`config.mk`:
```
export PLATFORM = sky130hd
export DESIGN_NAME = refresh_scheduler_flat
export DESIGN_NICKNAME = d
export VERILOG_FILES = /design/src/rtl/refresh_scheduler_pkg.sv /design/src/rtl/refresh_scheduler_if.sv /design/src/rtl/refresh_scheduler.sv /design/src/flat_wrapper.sv
export SDC_FILE = /design/constraint.sdc
export NUM_CORES = 1
export LEC_CHECK = 0
export ABC_AREA = 0
export CAP_MARGIN = 20
export CORE_MARGIN = 2
export CORE_UTILIZATION = 65
export DETAILED_ROUTE_END_ITERATION = 6
export DONT_BUFFER_PORTS = 1
export PLACE_DENSITY = 0.8
export SLEW_MARGIN = 40
export SYNTH_ARGS = -nofsm -noshare
export SYNTH_HDL_FRONTEND = slang
export SYNTH_SLANG_ARGS = --single-unit
```
`constraint.sdc`:
```
create_clock -name clk -period 5 [get_ports clk]
set_clock_uncertainty 0.1 [all_clocks]
set_input_delay 1 -clock clk [delete_from_list [all_inputs] [get_ports clk]]
set_output_delay 1 -clock clk [all_outputs]
set_load 0.005 [all_outputs]
```
`src/rtl/refresh_scheduler_pkg.sv`:
```
// Shared types, default parameters and parameter sanity check for the refresh scheduler.
package mem_refresh_pkg;

    typedef enum logic [1:0] {
        IDLE   = 2'd0,
        REQ    = 2'd1,
        URGENT = 2'd2
    } ref_state_t;

    localparam int unsigned PCNT_W            = 16;
    localparam int unsigned DEF_TICKS_PER_REF = 4;
    localparam int unsigned DEF_PEND_W        = 4;
    localparam int unsigned DEF_MAX_PENDING   = 8;
    localparam int unsigned DEF_URGENT_LEVEL  = 6;

    // True when URGENT_LEVEL <= MAX_PENDING < 2^PEND_W and every value is in its legal range.
    function automatic bit params_ok(input int unsigned ticks_per_ref,
                                     input int unsigned pend_w,
                                     input int unsigned max_pending,
                                     input int unsigned urgent_level);
        return (ticks_per_ref >= 1) && (ticks_per_ref <= 65535) &&
               (pend_w >= 1) && (pend_w <= 31) &&
               (max_pending >= 1) && (max_pending < (32'd1 << pend_w)) &&
               (urgent_level >= 1) && (urgent_level <= max_pending);
    endfunction

endpackage

```
`src/rtl/refresh_scheduler_if.sv`:
```
// Request/acknowledge bundle between the refresh scheduler and the memory controller.
interface refresh_scheduler_if #(
    parameter int unsigned PEND_W = 4
);
    logic              en;
    logic              tick;
    logic              ref_ack;
    logic              clr_err;
    logic              ref_req;
    logic              ref_urgent;
    logic [PEND_W-1:0] pending;
    logic              ovf_err;
    logic              ack_err;

    modport master (
        output en, tick, ref_ack, clr_err,
        input  ref_req, ref_urgent, pending, ovf_err, ack_err
    );

    modport slave (
        input  en, tick, ref_ack, clr_err,
        output ref_req, ref_urgent, pending, ovf_err, ack_err
    );
endinterface

```
`src/rtl/refresh_scheduler.sv`:
```
// Prescales divider ticks into refresh-due events, accumulates them in a saturating
// pending counter and presents a registered level request with an urgency flag.
module refresh_scheduler
    import mem_refresh_pkg::*;
#(
    parameter int unsigned TICKS_PER_REF = DEF_TICKS_PER_REF,
    parameter int unsigned PEND_W        = DEF_PEND_W,
    parameter int unsigned MAX_PENDING   = DEF_MAX_PENDING,
    parameter int unsigned URGENT_LEVEL  = DEF_URGENT_LEVEL
) (
    input  logic                clk,
    input  logic                reset_n,
    refresh_scheduler_if.slave  bus
);

    if (!params_ok(TICKS_PER_REF, PEND_W, MAX_PENDING, URGENT_LEVEL)) begin : g_param_check
        $error("refresh_scheduler: illegal parameter combination");
    end

    logic [PCNT_W-1:0] pcnt_q, pcnt_d;
    logic [PEND_W-1:0] pending_q, pending_d;
    ref_state_t        state_q, state_d;
    logic              req_q, req_d;
    logic              urg_q, urg_d;
    logic              ovf_q, ovf_d;
    logic              aerr_q, aerr_d;
    logic              due;

    always_ff @(posedge clk or negedge reset_n) begin
        if (!reset_n) begin
            pcnt_q    <= '0;
            pending_q <= '0;
            state_q   <= IDLE;
            req_q     <= 1'b0;
            urg_q     <= 1'b0;
            ovf_q     <= 1'b0;
            aerr_q    <= 1'b0;
        end else begin
            pcnt_q    <= pcnt_d;
            pending_q <= pending_d;
            state_q   <= state_d;
            req_q     <= req_d;
            urg_q     <= urg_d;
            ovf_q     <= ovf_d;
            aerr_q    <= aerr_d;
        end
    end

    always_comb begin
        pcnt_d    = pcnt_q;
        pending_d = pending_q;
        state_d   = state_q;
        due       = 1'b0;
        // An error raised this cycle outranks a simultaneous clear.
        ovf_d     = ovf_q  & ~bus.clr_err;
        aerr_d    = aerr_q & ~bus.clr_err;

        if (bus.tick && bus.en) begin
            if (pcnt_q == PCNT_W'(TICKS_PER_REF - 1)) begin
                pcnt_d = '0;
                due    = 1'b1;
            end else begin
                pcnt_d = pcnt_q + PCNT_W'(1);
            end
        end

        // Due and ack in the same cycle cancel, even at the counter limits.
        case ({due, bus.ref_ack})
            2'b10: begin
                if (pending_q == PEND_W'(MAX_PENDING)) ovf_d = 1'b1;
                else                                    pending_d = pending_q + PEND_W'(1);
            end
            2'b01: begin
                if (pending_q == '0) aerr_d = 1'b1;
                else                 pending_d = pending_q - PEND_W'(1);
            end
            default: ;
        endcase

        if (pending_d == '0)                           state_d = IDLE;
        else if (pending_d >= PEND_W'(URGENT_LEVEL))   state_d = URGENT;
        else                                           state_d = REQ;

        req_d = (state_d != IDLE);
        urg_d = (state_d == URGENT);
    end

    assign bus.ref_req    = req_q;
    assign bus.ref_urgent = urg_q;
    assign bus.pending    = pending_q;
    assign bus.ovf_err    = ovf_q;
    assign bus.ack_err    = aerr_q;

endmodule
```
`src/flat_wrapper.sv`:
```
// flat-port wrapper written by rule: the top's interface ports become plain ports
module refresh_scheduler_flat import mem_refresh_pkg::*;
#(
    parameter int unsigned TICKS_PER_REF = DEF_TICKS_PER_REF,
    parameter int unsigned PEND_W        = DEF_PEND_W,
    parameter int unsigned MAX_PENDING   = DEF_MAX_PENDING,
    parameter int unsigned URGENT_LEVEL  = DEF_URGENT_LEVEL
)
  (clk, reset_n, bus_en, bus_tick, bus_ref_ack, bus_clr_err, bus_ref_req, bus_ref_urgent, bus_pending, bus_ovf_err, bus_ack_err);
  refresh_scheduler_if #(.PEND_W(PEND_W)) bus_i ();
  input  logic clk;
  input  logic reset_n;
  input wire logic [$bits(bus_i.en)-1:0] bus_en;
  input wire logic [$bits(bus_i.tick)-1:0] bus_tick;
  input wire logic [$bits(bus_i.ref_ack)-1:0] bus_ref_ack;
  input wire logic [$bits(bus_i.clr_err)-1:0] bus_clr_err;
  output wire logic [$bits(bus_i.ref_req)-1:0] bus_ref_req;
  output wire logic [$bits(bus_i.ref_urgent)-1:0] bus_ref_urgent;
  output wire logic [$bits(bus_i.pending)-1:0] bus_pending;
  output wire logic [$bits(bus_i.ovf_err)-1:0] bus_ovf_err;
  output wire logic [$bits(bus_i.ack_err)-1:0] bus_ack_err;
  assign bus_i.en = bus_en;
  assign bus_i.tick = bus_tick;
  assign bus_i.ref_ack = bus_ref_ack;
  assign bus_i.clr_err = bus_clr_err;
  assign bus_ref_req = bus_i.ref_req;
  assign bus_ref_urgent = bus_i.ref_urgent;
  assign bus_pending = bus_i.pending;
  assign bus_ovf_err = bus_i.ovf_err;
  assign bus_ack_err = bus_i.ack_err;
  refresh_scheduler #(.TICKS_PER_REF(TICKS_PER_REF), .PEND_W(PEND_W), .MAX_PENDING(MAX_PENDING), .URGENT_LEVEL(URGENT_LEVEL)) u_core (.clk(clk), .reset_n(reset_n), .bus(bus_i));
endmodule
```
==> reports/qor.csv <==
stage;metric;value;unit
placed_design;port_buffers;0;
route;wirelength;2297;um
route;drcViolationCount;0;
sta;hold_ws;0.2735;ns
synthesis;ys_top_cells_by_area;dfrtp_1, ha_1, xnor2_1;
sta;period_needed;2.980;ns
synthesis;synth_top_cell_area_share;45.07;%
synthesis;synth_nets;148;
critical_path;path_class;flip-flop to flip-flop;
clock_tree;cts_hold_buf;0;
synthesis;ys_ff_latch;24;
clock_tree;cts_root_buf;clkbuf_4;
power_and_ir_drop;vdd_ir_drop_max;319.3;uV
global_routing;grt_util_all_layers;21.27;%
sta;timing.slew.headroom;69.12;%
clock_tree;cts_tree;built;
placed_design;routabilityCongestion;0.9509;
sta;setup_violations;0;
synthesis;syn_avg_cell_area;9.726;um^2
critical_path;r2r_setup_slack;2.02;ns
power_and_ir_drop;power_leakage;0.5982;nW
synthesis;yosys-top-cells-count;dfrtp_1, nand2_1, nor2_1;
status;status;finished, final reports clean;
final_layout;nets;150;
synthesis;yosysUniqueCellTypes;42;
route;avgRoutedWirePerCell;14.01;um
synthesis;synth_area;1333;um^2
clock_tree;clk_latency;0.30;ns
flow_run;drv_cap;0;
sta;rsz0062_at_grt;no;
critical_path;arrival;3.07;ns
critical_path;worstRegToRegCells;10;
synthesis;async_flop_share;100.0;%
die;ios;14;
synthesis;syn_inst;137;
final_layout;fillers;163;
die;start_util;68.62;%
global_routing;grt_pass1_wl;3884;um
final_layout;drive_gt1_share;8.029;%
global_routing;gr-total-overflow;0;
route;firstDrtPassIters;4;
global_routing;grt_max_degree;25;
die;die_w;49.28;um
power_and_ir_drop;powerDensity;381.6;nW/um^2
critical_path;cp_slowest_stage_delay;0.50;ns
critical_path;required;5.09;ns
die;coreArea;1942;um^2
route;viasPerCell;5.994;
power_and_ir_drop;finalPower;0.5213;mW
critical_path;crit_path_start_kind;flip-flop;
critical_path;rr_endpoint;u_core.bus.ref_req;
final_layout;syn2layout_area_growth;2.535;%
global_routing;grt_antenna_before_repair;0;
min_path;hp-class;input pin to async pin;
route;ant_nets;0;
clock_tree;cts.htree.levels;1;
final_layout;antenna_cells;0;
clock_tree;post-cts-setup-buffer-count;0;
clock_tree;clkSinkCount;24;
placed_design;hpwl;1676;um
synthesis;yosys_warnings;0;
sta;setup-tns-final;0;ns
critical_path;crit_path_end_kind;flip-flop;
die;placementRows;16;
synthesis;yosysMostFrequentCell;dfrtp_1;
critical_path;cpMaxStageDelayCell;or4b_1;
clock_tree;cts_buffers;3;
route;route.vias.total;983;
synthesis;ys_seq_area_share;45.07;%
clock_tree;post_cts_resize_count;0;
sta;hold_viol_final;0;
die;die_area;2428;um^2
global_routing;grt_pass1_vias;902;
synthesis;yosysTopAreaCell;dfrtp_1;
sta;tightest_slew;0.4560;ns
sta;period_share;59.60;%
route;initialDrtViolationCount;27;
sta;drv_slew;0;
clock_tree;cts_buffer_depth;2;
critical_path;rr_startpoint;u_core.pcnt_q[0];
clock_tree;cts.clk_slew.worst_paths;0.11;ns
critical_path;crit_fanout;12;
synthesis;synth_edf_count;0;
die;die_h;49.28;um
sta;fmax;335.5;MHz
synthesis;synth_ff_type;dfrtp_1;
critical_path;crit_path_cell_trace;ha_1 -> nor4b_1 -> nand4_1 -> or2_1 -> inv_2 -> ha_1 -> o31ai_2 -> o31a_2 -> inv_2 -> or4b_1;
-- stage by stage --
step | cells | area, um^2 | setup slack [ns] | utilization [%]
2_1_floorplan | 137 | 1333 | 2.071 | -
3_3_place_gp | 161 | 1344 | 2.004 | 69.20
3_5_place_dp | 161 | 1344 | 1.963 | 69.20
4_1_cts | 164 | 1366 | 2.031 | 70.36
5_1_grt | 164 | 1366 | 1.768 | 70.36
6_report | 164 | 1366 | 2.020 | 70.36
-- power by group --
group | switching [mW] | total (mW) | internal [mW]
clock | 0.0500 | 0.0781 | 0.0281
sequential | 0.0610 | 0.296 | 0.235
combinational | 0.0736 | 0.147 | 0.0733
-- sequential cells by signal, indices dropped and copies added (netlist names) --
register / cells
u_core.bus.ref_urgent: 1
u_core.bus.ack_err: 1
u_core.bus.ovf_err: 1
u_core.bus.pending: 4
u_core.pcnt_q: 16
u_core.bus.ref_req: 1
-- cell families after synthesis --
group,share of synthesized area (%)
simple gates,28.26
flops,45.07
compound gates,7.324
xor+xnor,8.545
buf+inv,4.507
fa+ha+maj,4.695
mux,1.596
-- layout make-up --
type | count | area [um^2] | share of cell area, %
multi-input cells | 100 | 671.9 | 49.18
flip-flops and latches | 24 | 600.6 | 43.96
inverters | 10 | 37.54 | 2.747
clock buffers | 3 | 22.52 | 1.648
well taps | 27 | 33.78 | 2.473
-- cells in the final DEF, fill, tap and decap left out, types with 3 or more instances in the layout --
| cell | count |
|---|---|
| nand2_1 | 16 |
| nand4_1 | 6 |
| dfrtp_1 | 24 |
| ha_1 | 5 |
| nor4_1 | 3 |
| xnor2_1 | 7 |
| nor2_1 | 9 |
| xor2_1 | 6 |
| nor4b_1 | 3 |
| clkbuf_4 | 3 |
| nor3_1 | 3 |
| o21ai_1 | 3 |
| nand3_1 | 7 |
| inv_1 | 8 |
| nor2b_1 | 3 |
-- worst max-delay path by stage --
| stage | from | end | slack, ns | depth (start not counted) |
|---|---|---|---|---|
| 2_1_floorplan | bus_tick | u_core.bus.ref_req | 2.07 | 9 |
| 3_3_place_gp | bus_tick | u_core.bus.ref_req | 2.00 | 8 |
| 3_5_place_dp | bus_tick | u_core.bus.ref_req | 1.96 | 8 |
| 4_1_cts | u_core.pcnt_q[0] | u_core.bus.ref_req | 2.03 | 10 |
| 5_1_grt | u_core.pcnt_q[0] | u_core.bus.ref_req | 1.77 | 10 |
| 6_report | u_core.pcnt_q[0] | u_core.bus.ref_req | 2.02 | 10 |
-- worst max-delay path, delay by kind of cell (launching register included) --
kind                     cells  cell delay, ns
buffers and inverters        2            0.08
AO/OA/AOI/OAI                2            0.47
adder cells (fa/ha/maj)      2            0.59
AND/OR/NAND/NOR              4            1.19
flip-flops                   1            0.41
-- metal layers --
metal	share of wire [%]	track usage, %
met5	0	0
met4	2.3	11.90
met3	4.9	4.601
met2	48	35.36
met1	45	25.46
Note: power is estimated with default switching activity, not from simulation.
